File: config.mk
export PLATFORM = sky130hd
export DESIGN_NAME = accel_incr_engine
export DESIGN_NICKNAME = d
export VERILOG_FILES = /design/src/rtl/accel_pkg.sv /design/src/rtl/accel_byte_adder.sv /design/src/rtl/accel_incr_engine.sv
export SDC_FILE = /design/constraint.sdc
export NUM_CORES = 1
export LEC_CHECK = 0
export ABC_AREA = 1
export BUFFER_PORTS_ARGS = -buffer_cell sky130_fd_sc_hd__buf_2
export CELL_PAD_IN_SITES_DETAIL_PLACEMENT = 2
export CELL_PAD_IN_SITES_GLOBAL_PLACEMENT = 2
export CORE_MARGIN = 8
export CORE_UTILIZATION = 30
export CTS_BUF_LIST = sky130_fd_sc_hd__clkbuf_8
export DETAILED_ROUTE_END_ITERATION = 8
export GPL_TIMING_DRIVEN = 0
export PLACE_DENSITY = 0.78
export SLEW_MARGIN = 20
export SYNTH_ARGS = -nofsm -noshare
export SYNTH_HDL_FRONTEND = slang
export SYNTH_SLANG_ARGS = --single-unit
export TNS_END_PERCENT = 50
File: constraint.sdc
create_clock -name clk -period 2.1 [get_ports clk]
set_clock_uncertainty 0.05 [all_clocks]
set_input_delay 0.21 -clock clk [delete_from_list [all_inputs] [get_ports clk]]
set_output_delay 0.21 -clock clk [all_outputs]
set_load 0.05 [all_outputs]
File: src/rtl/accel_pkg.sv
// Shared definitions for the increment engine: FSM encoding, control-word
// byte layout, register-block base addresses and the run-length clamp.
package accel_pkg;

    typedef enum logic [1:0] {
        ST_IDLE  = 2'd0,
        ST_READ  = 2'd1,
        ST_WAIT  = 2'd2,
        ST_WRITE = 2'd3
    } state_e;

    // Byte positions of the fields inside control word 0
    localparam int CTRL_START_BYTE   = 0;
    localparam int CTRL_MAX_CNT_BYTE = 1;
    localparam int CTRL_INCR_BYTE    = 2;

    // Register-block base addresses as seen by the host
    localparam logic [31:0] CTRL_BASE = 32'h0000_0000;
    localparam logic [31:0] STAT_BASE = 32'h0000_0004;
    localparam logic [31:0] DATA_BASE = 32'h0000_1000;

    // Requested word count limited to the memory depth
    function automatic logic [7:0] clamp_count(input logic [7:0] max_cnt, input int depth);
        if (int'(max_cnt) > depth) return 8'(depth);
        return max_cnt;
    endfunction

endpackage

File: src/rtl/accel_byte_adder.sv
// Adds the same 8-bit increment to every byte of a word; each byte wraps
// independently, nothing carries into the neighbouring byte.
module accel_byte_adder #(
    parameter int DATA_WIDTH = 32
) (
    input  logic [DATA_WIDTH-1:0] a_i,
    input  logic [7:0]            incr_i,
    output logic [DATA_WIDTH-1:0] sum_o
);

    for (genvar j = 0; j < DATA_WIDTH / 8; j++) begin : g_byte
        assign sum_o[8*j +: 8] = a_i[8*j +: 8] + incr_i;
    end

endmodule

File: src/rtl/accel_incr_engine.sv
// Read-modify-write engine: walks words 0..N-1 of the data memory, adding a
// per-byte increment to each. Three cycles per word (READ, WAIT, WRITE).
module accel_incr_engine
    import accel_pkg::*;
#(
    parameter int DATA_WIDTH = 32,
    parameter int MEM_DEPTH  = 256,
    parameter int ADDR_WIDTH = $clog2(MEM_DEPTH)
) (
    input  logic                    clk,
    input  logic                    rst_n,
    input  logic                    start_i,
    input  logic [7:0]              max_cnt_i,
    input  logic [7:0]              incr_i,
    output logic                    start_clr_o,
    output logic                    busy_o,
    output logic                    done,
    output logic                    clamp_o,
    output logic [7:0]              proc_cnt_o,
    output logic                    mem_req_o,
    output logic [ADDR_WIDTH-1:0]   mem_addr_o,
    output logic                    mem_we_o,
    output logic [DATA_WIDTH/8-1:0] mem_be_o,
    output logic [DATA_WIDTH-1:0]   mem_wdata_o,
    input  logic [DATA_WIDTH-1:0]   mem_rdata_i
);

    state_e                  state_q;
    logic [7:0]              k_q, n_q, incr_q, proc_cnt_q;
    logic                    done_q, done_pend_q, clamp_q, start_clr_q;
    logic                    mem_req_q, mem_we_q;
    logic [DATA_WIDTH/8-1:0] mem_be_q;
    logic [ADDR_WIDTH-1:0]   mem_addr_q;
    logic [DATA_WIDTH-1:0]   mem_wdata_q;

    logic [7:0]              n_d;
    logic                    clamp_d, last_d;
    logic [DATA_WIDTH-1:0]   sum_d;

    assign n_d     = clamp_count(max_cnt_i, MEM_DEPTH);
    assign clamp_d = int'(max_cnt_i) > MEM_DEPTH;
    assign last_d  = (k_q == n_q - 8'd1);

    accel_byte_adder #(.DATA_WIDTH(DATA_WIDTH)) u_adder (
        .a_i    (mem_rdata_i),
        .incr_i (incr_q),
        .sum_o  (sum_d)
    );

    // FSM with registered outputs; memory strobes are loaded on the edge that
    // enters READ/WRITE so they line up with the state they belong to.
    always_ff @(posedge clk) begin
        if (!rst_n) begin
            state_q     <= ST_IDLE;
            k_q         <= '0;
            n_q         <= '0;
            incr_q      <= '0;
            proc_cnt_q  <= '0;
            done_q      <= 1'b0;
            done_pend_q <= 1'b0;
            clamp_q     <= 1'b0;
            start_clr_q <= 1'b0;
            mem_req_q   <= 1'b0;
            mem_we_q    <= 1'b0;
            mem_be_q    <= '0;
            mem_addr_q  <= '0;
            mem_wdata_q <= '0;
        end else begin
            start_clr_q <= 1'b0;
            done_pend_q <= 1'b0;
            done_q      <= done_q | done_pend_q;  // done lags the run end by one cycle
            mem_req_q   <= 1'b0;
            mem_we_q    <= 1'b0;
            mem_be_q    <= '0;
            mem_wdata_q <= '0;
            case (state_q)
                ST_IDLE: begin
                    if (start_i) begin
                        start_clr_q <= 1'b1;
                        done_q      <= 1'b0;
                        proc_cnt_q  <= '0;
                        k_q         <= '0;
                        n_q         <= n_d;
                        incr_q      <= incr_i;
                        clamp_q     <= clamp_d;
                        if (n_d != 8'd0) begin
                            state_q    <= ST_READ;
                            mem_req_q  <= 1'b1;
                            mem_addr_q <= '0;
                        end else begin
                            done_pend_q <= 1'b1;
                        end
                    end
                end
                ST_READ: begin
                    state_q <= ST_WAIT;
                end
                ST_WAIT: begin
                    state_q     <= ST_WRITE;
                    mem_req_q   <= 1'b1;
                    mem_we_q    <= 1'b1;
                    mem_be_q    <= '1;
                    mem_addr_q  <= ADDR_WIDTH'(k_q);
                    mem_wdata_q <= sum_d;
                end
                ST_WRITE: begin
                    proc_cnt_q <= proc_cnt_q + 8'd1;
                    if (last_d) begin
                        state_q     <= ST_IDLE;
                        done_pend_q <= 1'b1;
                    end else begin
                        state_q    <= ST_READ;
                        k_q        <= k_q + 8'd1;
                        mem_req_q  <= 1'b1;
                        mem_addr_q <= ADDR_WIDTH'(k_q + 8'd1);
                    end
                end
                default: state_q <= ST_IDLE;
            endcase
        end
    end

    assign busy_o      = (state_q != ST_IDLE);
    assign start_clr_o = start_clr_q;
    assign done        = done_q;
    assign clamp_o     = clamp_q;
    assign proc_cnt_o  = proc_cnt_q;
    assign mem_req_o   = mem_req_q;
    assign mem_addr_o  = mem_addr_q;
    assign mem_we_o    = mem_we_q;
    assign mem_be_o    = mem_be_q;
    assign mem_wdata_o = mem_wdata_q;

endmodule

Word level (Yosys, flattened, before mapping)
Cells that the tools add are included.

Flip-flop bits (word level): 83. Input port bits: 51. Output and inout port bits: 58. Logic and storage cells: 64.

Add/subtract/negate cells: 7. Equal/unequal tests: 7. Multiplexer cells: 24. Bitwise operators: 1. Reduce and logical (&&, ||, !) cells: 12.

Operators with widths (count): adder 8 bit (4); two-way mux 8 bit (4); case mux 8 bit (2 select lines) (2); case mux 8 bit (3 select lines) (1); adder 8 x 1 -> 8 bit (second input constant) (2); two-way mux 1 bit (11); AND reduction 2 bit (5); == test 8 bit (1); case mux 2 bit (4 select lines) (1); nonzero test 8 bit (1); subtractor 8 x 1 -> 8 bit (second input constant) (1); != test 2 bit (second input constant) (3); == test 2 bit (second input constant) (2); two-way mux 2 bit (2); two-way mux 4 bit (1); AND reduction 4 bit (1); nonzero test 2 bit (2); case mux 1 bit (3 select lines) (1); AND reduction 3 bit (1); nonzero test 3 bit (1); == test 2 x 1 -> 1 bit (second input constant) (1); logical NOT 2 bit (1); case mux 1 bit (2 select lines) (1); bitwise OR 1 bit (1).

Longest topological paths before layout
Word-level depth: 4. Depth in mapped cells: 14. Gate-level depth less buffers: 14.

By module
Synthesis repeated with hierarchy kept, for this count alone.

Cells, all modules: 688. Area, all modules: 4699.5 um^2.

By module, submodules not included: accel_incr_engine (times used 1, cells an instance 461, area each 3326.9 um^2); accel_byte_adder (times used 1, cells an instance 227, area each 1372.6 um^2).

Least setup slack after synthesis
No wires, ideal clock.

Kind: register to register. Start point: reg state_q[0]. End point: reg mem_addr_q[5], in the netlist mem_addr_o[5]. Library setup time: 117 ps. Data arrival time: 1806 ps. Path slack: 127 ps. Cell stages (with the launch flop): 10. Buffers on the path: 1. Period minus slack after synthesis: 1973 ps. Cells stage by stage: dfxtp_1 inv_1 ha_1 inv_1 a21oi_1 nor2_1 buf_2 nand3_2 nand2_1 nor2_1.

Cells in the longest elaborated chain, start to end: 3. Elaborated cells on any way between the ends: 9. Those cells by class: 5 x eq/ne; 1 x mux; 3 x reduce/logical.

RTL lines: from (decl) (RTL line accel_incr_engine.sv:28) `state_e state_q;`; from (signal assigned) (RTL line accel_incr_engine.sv:54) `state_q <= ST_IDLE;`; from (signal assigned) (RTL line accel_incr_engine.sv:87) `state_q <= ST_READ;`; from (signal assigned) (RTL line accel_incr_engine.sv:96) `state_q <= ST_WAIT;`; == test 2 bit / logical NOT 2 bit (equally long branches) (RTL line accel_incr_engine.sv:76) `case (state_q)`; != test 2 bit (no line) / nonzero test 3 bit (equally long branches); AND reduction 4 bit (no line); to (signal assigned) (RTL line accel_incr_engine.sv:103) `mem_addr_q <= ADDR_WIDTH'(k_q);`; to (signal assigned) (RTL line accel_incr_engine.sv:115) `mem_addr_q <= ADDR_WIDTH'(k_q + 8'd1);`; to (decl) (RTL line accel_incr_engine.sv:33) `logic [ADDR_WIDTH-1:0] mem_addr_q;`.

Parallel ways exist; a longest one is shown, timed or not. A chain may end at the register's enable or synchronous reset.

Final worst setup path
Start point: reg incr_q[0]. End point: reg mem_wdata_q[6], in the netlist mem_wdata_o[6].

Cells in the longest elaborated chain, start to end: 1.

RTL lines: from (decl) (RTL line accel_incr_engine.sv:29) `logic [7:0] k_q, n_q, incr_q, proc_cnt_q;`; from (signal assigned) (RTL line accel_incr_engine.sv:84) `incr_q <= incr_i;`; adder 8 bit (RTL line accel_byte_adder.sv:12) `assign sum_o[8*j +: 8] = a_i[8*j +: 8] + incr_i;`; to (signal assigned) (RTL line accel_incr_engine.sv:104) `mem_wdata_q <= sum_d;`; to (decl) (RTL line accel_incr_engine.sv:34) `logic [DATA_WIDTH-1:0] mem_wdata_q;`.

Every way passes these cells.

==> results.txt <==
status -> complete, no violations
routed wire length -> 15790 um
Top delay family on crit path -> adder cells
first-pass GRT wire length -> 25560 um
number of remaining DRC errors -> 0
largest net degree at the start of global routing -> 13
slew margin rel. -> 62.11%
final setup fails -> 0
# IOs -> 109
CP bufs+invs -> 2
htree depth -> 3
initial core utilization -> 30.36%
slowest stage delay, CP -> 390 ps
synth top area cells -> dfxtp_1 (36%), ha_1 (10%), nand2_1 (9.5%)
area of the die -> 18650 sq um
initial antenna violation count -> 0
chip width -> 136.6 um
Peak Freq -> 504.2 MHz
net count after synthesis -> 683
RSZ-0062 raised after global routing -> no
die height -> 136.6 um
arrival time at the worst endpoint -> 2210 ps
CP required -> 2330 ps
Lkg Pwr -> 2.780 nW
Total Routing Usage GR -> 17.51%
Routed WL per cell -> 17.35 um
root buf cell -> clkbuf_8
Synth cell types -> 37
most frequent cells in the layout -> buf_2 (111), nand2_1 (106), a21oi_1 (76), dfxtp_1 (73), inv_1 (72)
critical path class -> reg2reg
grt total ovfl -> 0
cell area after synthesis -> 4362 sq um
initial DRC count -> 124
EDFF count, synth -> 0
commonest non-fill, non-tap cell in the layout -> buf_2
Sinks on Clock Net -> 79
area share of the largest cell type after synthesis -> 36.26%
sequential area share after synthesis -> 36.26%
Final GP Congestion -> 0.8096
Hold Vio Cnt, Final -> 0
PD cells -> 1142 nW/um^2
Synth area leader -> dfxtp_1
Post-Synthesis Cells -> 593
startpoint types -> flip-flop
total core area -> 14370 sq um
FILL cells -> 1678
antenna-violating nets left -> 0
Non-Filler Instances -> 910
Synth Flop Type -> dfxtp_1
DP HPWL -> 12460 um
layout net count -> 811
Port Buffers -> 107
# diodes -> 0
Synth Warn # -> 0
share of layout cells above drive strength 1 -> 25.07%
clk slew on worst S/H paths -> 90 ps
Max Cap Violations -> 0
worst skew pair latency -> 380 ps
vias per cell -> 4.923
CP endpoint kind -> flip-flop
Row Count -> 44
dpl cells -> 884
worst setup slack after layout -> 116.5 ps
Fin Hold WS -> 45.36 ps
drt pass-1 iters -> 4
CTS tree -> done
Tmin final -> 1983 ps
critical path's slowest cell -> dfxtp_4
vias in the first global route -> 5122
pre-CTS WS -> -282.2 ps
Max FO, Critical Path -> 5
Critical Path, Cell by Cell -> ha_2 -> inv_1 -> fa_1 -> inv_1 -> nand3_1 -> nand2_1 -> a21oi_1 -> o21ba_2 -> o21ai_1 -> a21oi_1
synthesized area per cell -> 7.355 sq um
final slew viol count -> 0
area delta synth->final -> 26.42%
Synth Register Bits -> 79
Clock Tree Buf Depth -> 2
ys async rst share -> 0%
Worst Tran Pin Value -> 568.4 ps
CTS buffer count -> 9
Hold Crit Class -> in2reg
final critical-path share of the clock period -> 94.45%
total vias in the final route -> 4480
Max IR drop VDD -> 0.0004505 V
## worst min-delay path, stage by stage
cell and delay (ps):
buf_2 100, inv_1 60, o22ai_1 70
## where the power goes
part           switching (W)  total (W)  internal [W]
combinational        0.00211    0.00305      0.000944
sequential          0.000265    0.00206       0.00179
clock               0.000618    0.00119      0.000568
## cells in the mapped netlist (all sizes together), types with 4 or more instances
| master | instances |
|---|---|
| o22ai | 4 |
| o21ai | 37 |
| ha | 35 |
| inv | 74 |
| fa | 4 |
| buf | 15 |
| dfxtp | 79 |
| xnor2 | 6 |
| a21oi | 78 |
| nand3 | 53 |
| nor2 | 60 |
| nand2 | 111 |
| clkbuf | 6 |
| nor3 | 9 |
## final cells by class
cell class              count  area, sq um  area share (%)
well taps                 184        230.2           4.175
multi-input cells         419         2441           44.27
repair buffers            118        640.6           11.62
plain buffers              20        138.9           2.519
inverters                  74        281.5           5.106
flip-flops and latches     79         1592           28.86
clock inverters             6        52.55          0.9530
clock buffers              10        137.6           2.496
## per-layer routing
| layer | share of wire [%] | track usage [%] | wire length, um |
|---|---|---|---|
| met1 | 40 | 18.59 | 6285 |
| met2 | 53 | 33.45 | 8377 |
| met3 | 5.5 | 3.120 | 865 |
| met4 | 1.7 | 6.589 | 263 |
| met5 | 0 | 0 | 0 |
## cells by family after synthesis
kind of cell / share of synthesized area [%]
simple gates: 24.58
other cells: 0.08598
compound gates: 15.89
fa+ha+maj: 11.88
xor+xnor: 1.807
buf+inv: 9.495
flops: 36.26
## state kept, by name, summed over array words and instances (netlist names)
register and cells:
proc_cnt_o 8, done 1, mem_req_o 1, state_q 2, mem_addr_o 8, n_q 8, mem_be_o 1, done_pend_q 1
start_clr_o 1, mem_wdata_o 32, k_q 8, incr_q 8
## final timing paths
| kind | start | to | slack [ps] | cells after the start |
|---|---|---|---|---|
| worst max-delay path | incr_q[0] | mem_wdata_o[6] | 120 | 10 |
| worst min-delay path | max_cnt_i[1] | n_q[1] | 50 | 3 |
| worst max register to register | incr_q[0] | mem_wdata_o[6] | 120 | 10 |
| worst min register to register | mem_addr_o[4] | mem_addr_o[4] | 430 | 2 |
## what timing repair did
| action | 4_1_cts | 5_1_grt |
|---|---|---|
| resized for setup | 10 | 27 |
| hold buffers | 9 | 0 |
| pin swaps | 0 | 1 |
| endpoints found under the hold margin | 9 | 0 |
| setup buffers | 0 | 2 |
| setup endpoints to repair | 23 | 31 |
## per-stage QoR
step / TNS (ps) / power [W] / instance area (sq um) / utilization (%)
after detailed placement: -2980 / 0.005020 / 5127 / 35.68
after CTS: 0 / 0.006268 / 5426 / 37.77
after global routing: 0 / 0.006767 / 5514 / 38.38
after global placement: -1753 / 0.004870 / 5127 / 35.68
final: 0 / 0.006295 / 5514 / 38.38
after floorplan: 0 / 0.004180 / 4362 / -
Note: power is estimated with default switching activity, not from simulation.
